File: config.mk
export PLATFORM = sky130hd
export DESIGN_NAME = uart_tx_fifo_flat
export DESIGN_NICKNAME = d
export VERILOG_FILES = /design/src/rtl/uart_tx_fifo_if.sv /design/src/rtl/uart_tx_fifo.sv /design/src/flat_wrapper.sv
export SDC_FILE = /design/constraint.sdc
export NUM_CORES = 1
export LEC_CHECK = 0
export ABC_AREA = 0
export CORE_MARGIN = 10
export CORE_UTILIZATION = 50
export CTS_BUF_LIST = sky130_fd_sc_hd__clkbuf_8 sky130_fd_sc_hd__clkbuf_16
export DETAILED_ROUTE_END_ITERATION = 10
export PLACE_DENSITY = 0.69
export SYNTH_ARGS = -nofsm -noshare
export SYNTH_HDL_FRONTEND = slang
export SYNTH_SLANG_ARGS = --single-unit
File: constraint.sdc
create_clock -name clk -period 4 [get_ports clk]
set_input_delay 0.6 -clock clk [delete_from_list [all_inputs] [get_ports clk]]
set_output_delay 0.6 -clock clk [all_outputs]
set_load 0.03 [all_outputs]
File: src/rtl/uart_tx_fifo_if.sv
// Handshake bundle between the CPU/MMIO side, the TX byte FIFO and the
// UART transmitter. The slave modport is the FIFO itself; the master modport
// is whatever drives the enqueue side and consumes the dequeue side.
interface uart_tx_fifo_if #(
  parameter int DEPTH = 8,
  parameter int WIDTH = 8
);
  localparam int AW = $clog2(DEPTH);

  logic             flush;
  logic [WIDTH-1:0] enq_data;
  logic             enq_valid;
  logic             enq_ready;
  logic [WIDTH-1:0] deq_data;
  logic             deq_valid;
  logic             deq_ready;
  logic [AW:0]      count;
  logic             full;
  logic             empty;

  modport master (
    output flush, enq_data, enq_valid, deq_ready,
    input  enq_ready, deq_data, deq_valid, count, full, empty
  );

  modport slave (
    input  flush, enq_data, enq_valid, deq_ready,
    output enq_ready, deq_data, deq_valid, count, full, empty
  );
endinterface

File: src/rtl/uart_tx_fifo.sv
// Byte FIFO feeding the UART transmitter. Pointers carry an extra wrap bit so
// full/empty/count fall straight out of the two registered pointers.
// Optional feature macro: UART_TX_FIFO_BYPASS_EN -- when defined, a byte
// offered while the FIFO is empty and the transmitter is ready passes
// combinationally to the dequeue side without touching the pointers.
module uart_tx_fifo #(
  parameter int DEPTH = 8,
  parameter int WIDTH = 8
) (
  input logic             clk,
  input logic             rst_n,
  uart_tx_fifo_if.slave   bus
);
  localparam int AW = $clog2(DEPTH);
  localparam logic [AW:0] PTR_ZERO = {(AW+1){1'b0}};
  localparam logic [AW:0] PTR_ONE  = {{AW{1'b0}}, 1'b1};

  logic [AW:0]      wr_ptr_r;
  logic [AW:0]      rd_ptr_r;
  logic [AW:0]      wr_ptr_nxt_s;
  logic [AW:0]      rd_ptr_nxt_s;
  logic [WIDTH-1:0] mem_r [DEPTH];

  logic empty_s;
  logic full_s;
  logic enq_fire_s;
  logic wr_en_s;
  logic deq_fire_s;

  assign empty_s = (wr_ptr_r == rd_ptr_r);
  assign full_s  = (wr_ptr_r[AW-1:0] == rd_ptr_r[AW-1:0]) &&
                   (wr_ptr_r[AW] != rd_ptr_r[AW]);

  // Enqueue depends only on registered fullness, never on deq_ready.
  assign enq_fire_s = bus.enq_valid && !full_s;
  assign deq_fire_s = !empty_s && bus.deq_ready;

`ifdef UART_TX_FIFO_BYPASS_EN
  logic bypass_s;
  // A byte that would land in an empty FIFO and be taken at once skips storage.
  assign bypass_s      = empty_s && bus.enq_valid && bus.deq_ready && !bus.flush;
  assign wr_en_s       = enq_fire_s && !bypass_s;
  assign bus.deq_valid = !empty_s || bypass_s;
  assign bus.deq_data  = bypass_s ? bus.enq_data : mem_r[rd_ptr_r[AW-1:0]];
`else
  assign wr_en_s       = enq_fire_s;
  assign bus.deq_valid = !empty_s;
  assign bus.deq_data  = mem_r[rd_ptr_r[AW-1:0]];
`endif

  assign bus.enq_ready = !full_s;
  assign bus.full      = full_s;
  assign bus.empty     = empty_s;
  assign bus.count     = wr_ptr_r - rd_ptr_r;

  // Next-pointer selection; flush snaps the read pointer onto the post-write
  // write pointer so any same-cycle byte is dropped along with the rest.
  always_comb begin
    wr_ptr_nxt_s = wr_ptr_r;
    rd_ptr_nxt_s = rd_ptr_r;
    if (wr_en_s) begin
      wr_ptr_nxt_s = wr_ptr_r + PTR_ONE;
    end else begin
      wr_ptr_nxt_s = wr_ptr_r;
    end
    if (bus.flush) begin
      rd_ptr_nxt_s = wr_ptr_nxt_s;
    end else if (deq_fire_s) begin
      rd_ptr_nxt_s = rd_ptr_r + PTR_ONE;
    end else begin
      rd_ptr_nxt_s = rd_ptr_r;
    end
  end

  // Pointer registers, cleared asynchronously so reset discards all contents.
  always_ff @(posedge clk or negedge rst_n) begin
    if (!rst_n) begin
      wr_ptr_r <= PTR_ZERO;
      rd_ptr_r <= PTR_ZERO;
    end else begin
      wr_ptr_r <= wr_ptr_nxt_s;
      rd_ptr_r <= rd_ptr_nxt_s;
    end
  end

  // Storage array; contents are meaningless until written, so no reset.
  always_ff @(posedge clk) begin
    if (wr_en_s) begin
      mem_r[wr_ptr_r[AW-1:0]] <= bus.enq_data;
    end
  end
endmodule

File: src/flat_wrapper.sv
// flat-port wrapper written by rule: the top's interface ports become plain ports
module uart_tx_fifo_flat 
#(
  parameter int DEPTH = 8,
  parameter int WIDTH = 8
)
  (clk, rst_n, bus_flush, bus_enq_data, bus_enq_valid, bus_deq_ready, bus_enq_ready, bus_deq_data, bus_deq_valid, bus_count, bus_full, bus_empty);
  uart_tx_fifo_if #(.DEPTH(DEPTH), .WIDTH(WIDTH)) bus_i ();
  input logic clk;
  input logic rst_n;
  input wire logic [$bits(bus_i.flush)-1:0] bus_flush;
  input wire logic [$bits(bus_i.enq_data)-1:0] bus_enq_data;
  input wire logic [$bits(bus_i.enq_valid)-1:0] bus_enq_valid;
  input wire logic [$bits(bus_i.deq_ready)-1:0] bus_deq_ready;
  output wire logic [$bits(bus_i.enq_ready)-1:0] bus_enq_ready;
  output wire logic [$bits(bus_i.deq_data)-1:0] bus_deq_data;
  output wire logic [$bits(bus_i.deq_valid)-1:0] bus_deq_valid;
  output wire logic [$bits(bus_i.count)-1:0] bus_count;
  output wire logic [$bits(bus_i.full)-1:0] bus_full;
  output wire logic [$bits(bus_i.empty)-1:0] bus_empty;
  assign bus_i.flush = bus_flush;
  assign bus_i.enq_data = bus_enq_data;
  assign bus_i.enq_valid = bus_enq_valid;
  assign bus_i.deq_ready = bus_deq_ready;
  assign bus_enq_ready = bus_i.enq_ready;
  assign bus_deq_data = bus_i.deq_data;
  assign bus_deq_valid = bus_i.deq_valid;
  assign bus_count = bus_i.count;
  assign bus_full = bus_i.full;
  assign bus_empty = bus_i.empty;
  uart_tx_fifo #(.DEPTH(DEPTH), .WIDTH(WIDTH)) u_core (.clk(clk), .rst_n(rst_n), .bus(bus_i));
endmodule
# --- Word level (Yosys, flattened, before mapping) ---
# Memories as Yosys holds them, arrays and structs flattened.
# Index checks and enable logic that the tools add are counted.
word_totals:
  register_bits: 8
  ramBits: 64
  in_bits: 13
  output_inout_bits: 16
  word_cells: 20
  memories: 1
classes:
  n_addsub: 3
  n_eq_ne: 3
  muxes: 5
  n_reduce_logical: 6
memory_table:
  columns: ["name", "words", "width", "read_ports", "rd_clocked_by_memory_dff", "wr", "line_no", "text"]
  rows:
  - ["u_core.mem_r", 8, 8, 1, 0, 1, "uart_tx_fifo.sv:22", "logic [WIDTH-1:0] mem_r [DEPTH];"]
op_table:
  columns: ["op", "count"]
  rows:
  - ["$mux 4", 3]
  - ["$add 4x1->4 const B", 2]
  - ["$eq 4x4->1", 1]
  - ["$sub 4x4->4", 1]
  - ["$eq 3x3->1", 1]
  - ["$logic_and 1x1->1", 3]
  - ["$logic_not 1->1", 2]
  - ["$mux 1", 2]
  - ["$reduce_bool 2->1", 1]
  - ["$ne 1x1->1", 1]

# --- Depth between registers and ports, before layout ---
logic_depth:
  ltp_word: 6
  depth_mapped: 8
  ltp_nobuf: 6

# --- Worst setup path before layout ---
# Ideal clock, no wire load.
synth_path:
  kind: "register -> register"
  from: "register u_core.rd_ptr_r[1]"
  to: "memory u_core.mem_r[1][0] (enable)"
  setup_ns: 0.383
  arrival_time_ns: 2.579
  t_required_ns: 3.617
  slack_ns: 1.038
  stages_incl_launch_ff: 9
  n_path_buf: 2
  period_less_slack_ns: 2.962
  cell_sequence: "dfrtp_1 -> clkbuf_1 -> buf_2 -> inv_1 -> ha_1 -> and3_1 -> nand2_1 -> nand3_1 -> nor3_1"
synth_via:
  elab_chain_len: 6
synth_rtl:
  columns: ["item", "line_no", "text"]
  rows:
  - ["start, declared", "uart_tx_fifo.sv:19", "logic [AW:0] rd_ptr_r;"]
  - ["start signal, assigned", "uart_tx_fifo.sv:82", "rd_ptr_r <= rd_ptr_nxt_s;"]
  - ["$eq 3x3->1", "uart_tx_fifo.sv:31", "assign full_s = (wr_ptr_r[AW-1:0] == rd_ptr_r[AW-1:0]) &&"]
  - ["$logic_and 1x1->1", "uart_tx_fifo.sv:31", null]
  - ["$logic_not 1->1", null, null]
  - ["named net bus_enq_ready", "flat_wrapper.sv:15", "output wire logic [$bits(bus_i.enq_ready)-1:0] bus_enq_ready;"]
  - ["$logic_and 1x1->1", "uart_tx_fifo.sv:35", "assign enq_fire_s = bus.enq_valid && !full_s;"]
  - ["$mux 1", "uart_tx_fifo.sv:88", "if (wr_en_s) begin"]
  - ["$mux 1 (implied by the code)", "uart_tx_fifo.sv:89", "mem_r[wr_ptr_r[AW-1:0]] <= bus.enq_data;"]
  - ["end, declared", "uart_tx_fifo.sv:22", null]
# The timed path passes the listed nets, and every way through them passes these cells.

# --- Worst setup path in the final report ---
layout_path:
  from: "register u_core.rd_ptr_r[2]"
  to: "output bus_full"
layout_via:
  elab_chain_len: 2
layout_rtl:
  columns: ["item", "line_no", "text"]
  rows:
  - ["$eq 3x3->1", "uart_tx_fifo.sv:31", null]
  - ["$logic_and 1x1->1", "uart_tx_fifo.sv:31", null]
  - ["end, declared", "flat_wrapper.sv:19", "output wire logic [$bits(bus_i.full)-1:0] bus_full;"]
# No other way between the ends.

==> impl_metrics.yaml <==
yosys:
  syn_nets: 194
  synth_common_cells: "edfxtp_1 (64), nand2_1 (28), mux4_2 (16), dfrtp_1 (8), inv_1 (8)"
  async_flop_share: 0.1111
  netlist_area_mm2: 0.003045
  synth-compound-area-share: 0.01931
  synthDistinctLibCells: 30
  postSynthCellCount: 175
  synth.largest_area_cell: "edfxtp_1"
  yosys.area.top_type_share: 0.6311
  muxShareOfSynthArea: 0.1417
  synth_xor_area_frac: 0.03369
  yosysMostFrequentCell: "edfxtp_1"
  synth_warnings: 0
  yosys_most_used_dff: "edfxtp_1"
  synth_simple_gate_area_share: 0.05711
  synth_fa_ha_area_frac: 0.02712
  synth-edff-count: 64
  synth_top_family_by_area: "multiplexers"
  synth.area.top_cells: "edfxtp_1 (63%), mux4_2 (12%), dfrtp_1 (6.6%)"
  avgSynthCellArea_um2: 17.40
  ys_seq_area_frac: 0.6968
  synth_seq_cells: 72
power_and_ir_drop:
  powerDensity_mw_per_mm2: 870.9
  p_leak_nw: 1.313
  irDropWorstVdd_mv: 0.8198
clocking:
  cts_tree: "built"
  cts_max_level: 3
  clkLatencyLatePin_ns: 0.33
  clk_path_buf_depth: 2
  post_cts_buffers: 0
  cts.sinks: 72
  clk_pin_slew_ns: 0.07
  post_cts_resize_count: 0
  cts_hold_buffers: 0
  clockRootBuffer: "clkbuf_8"
  cts_buffers: 9
cells_and_area:
  final-seq-area_mm2: 0.002122
  multiInputGateArea_um2: 849.6
  fin_area_mm2: 0.003631
  drive_gt1_frac: 0.2207
  n_antenna_cell: 0
  nets: 236
  stdcell_count: 297
  fin_util: 0.6133
  area.growth.synth_to_final_pct: 19.23
  fillers: 448
global_routing:
  gr-usage-all-layers: 0.1352
  grt_antenna_before_repair: 0
  grt_pass1_vias: 1771
  grt_max_degree: 21
  gr-total-overflow: 0
  grt_pass1_wl_um: 10020
routing:
  drcViolationCount: 0
  firstDrtPassIters: 4
  drtIter0Drc: 142
  vias_per_cell: 5.495
  wire_per_inst_um: 20.74
  vias: 1632
  ant_nets: 0
  wl_um: 6160
placement:
  place_congestion: 0.9004
  place_area_mm2: 0.003455
  io_buffer_count: 28
  dp_cells: 281
  dp_hpwl_um: 4288
floorplanning:
  die_h_um: 98.05
  core-area_mm2: 0.005921
  num_io_pins: 29
  rows: 28
  die_w_um: 98.05
  start_util: 0.5144
  die-area_mm2: 0.009613
timing:
  fin_tns_setup_ns: 0
  fin_crit_sh: 0.8462
  setup_viol: 0
  finalMaxSlewViolations: 0
  fin_skew_ns: 0.009206
  finalCriticalPeriod_ns: 3.385
  timing.hold.ws_ns: 0.5627
  max_freq_mhz: 295.4
  finalHoldViolations: 0
  slew_headroom: 0.5314
  rsz0062_at_grt: "no"
  worst_pin_slew_ns: 0.7028
outcome:
  status: "finished clean"
min_path:
  min_path_type: "in2async"
worst_setup_path:
  critPathCaptureType: "primary output"
  required_ns: 3.40
  cp-start-kind: "flop"
  crit_type: "reg2out"
  reg2reg_depth: 6
  worstPathMaxFanout: 11
  arrival_ns: 2.78
flow_run:
  maxCapViolCount: 0
## registers in the layout, indices dropped and copies added (netlist names)
name	cells
u_core.mem_r	64
u_core.rd_ptr_r	4
u_core.wr_ptr_r	4
## metal layers
metal  routed length, µm  GRT usage  vias to the layer above
met3                 368    0.05144                        4
met4                  28    0.04139                        0
met2                3120     0.2107                       50
li1                    -          -                      747
met1                2643     0.1705                      831
met5                   0          0                        -
## final cells by class
cell class	count	share of cell area
Clock buffer	11	0.04170
Inverter	9	0.009304
Multi-Input combinational cell	87	0.2340
Tap cell	75	0.02584
Timing Repair Buffer	38	0.09786
Clock inverter	5	0.006892
Sequential cell	72	0.5844
## critical path, stage by stage, from the launching register on
cell             delay, ns
dfrtp_1               0.55
clkinv_1              0.36
ha_1                  0.47
and3_1                0.24
nand2_1               0.10
inv_1                 0.07
clkdlybuf4s50_1       0.66
## cells by family (layout without fill, tap and decap cells)
logic type / after synthesis / after routing
adder cells (fa/ha/maj): 6 / 6
buffers and inverters: 16 / 63
flip-flops: 72 / 72
multiplexers: 22 / 22
AO/OA/AOI/OAI: 8 / 8
AND/OR/NAND/NOR: 41 / 41
XOR/XNOR: 10 / 10
## cells in the final DEF, fill, tap and decap left out, types with 3 or more instances in the layout
cell,n
mux2_2,5
ha_1,5
dfrtp_1,8
clkbuf_8,11
xnor2_1,6
buf_4,10
clkdlybuf4s50_1,28
inv_1,10
edfxtp_1,64
mux4_2,16
nor3_1,4
a21oi_1,3
nand2_1,28
## path summary, 6_finish.rpt
path,start,slack [ns],endpoint
max,u_core.rd_ptr_r[2],0.62,bus_full
min,rst_n,0.56,u_core.wr_ptr_r[1]
max reg2reg,u_core.rd_ptr_r[2],1.26,u_core.rd_ptr_r[3]
min reg2reg,u_core.wr_ptr_r[3],0.62,u_core.wr_ptr_r[3]
max in group asynchronous,rst_n,3.15,u_core.wr_ptr_r[0]
min in group clk,u_core.wr_ptr_r[3],0.62,u_core.wr_ptr_r[3]
## report_power, final
part | switching [mW] | leakage (nW) | internal, mW | total (mW)
combinational | 0.883 | 0.540 | 0.690 | 1.57
sequential | 0.124 | 0.675 | 0.970 | 1.09
clock | 0.243 | 0.0977 | 0.252 | 0.496
## metrics by stage
| step | setup WS, ns | total power [mW] |
|---|---|---|
| final | 0.6153 | 3.162 |
| after global routing | 0.3646 | 3.365 |
| after CTS | 0.5748 | 3.202 |
| after detailed placement | 0.9658 | 2.698 |
| after global placement | 1.033 | 2.668 |
| after floorplan | 1.038 | 2.124 |
Note: power is estimated with default switching activity, not from simulation.
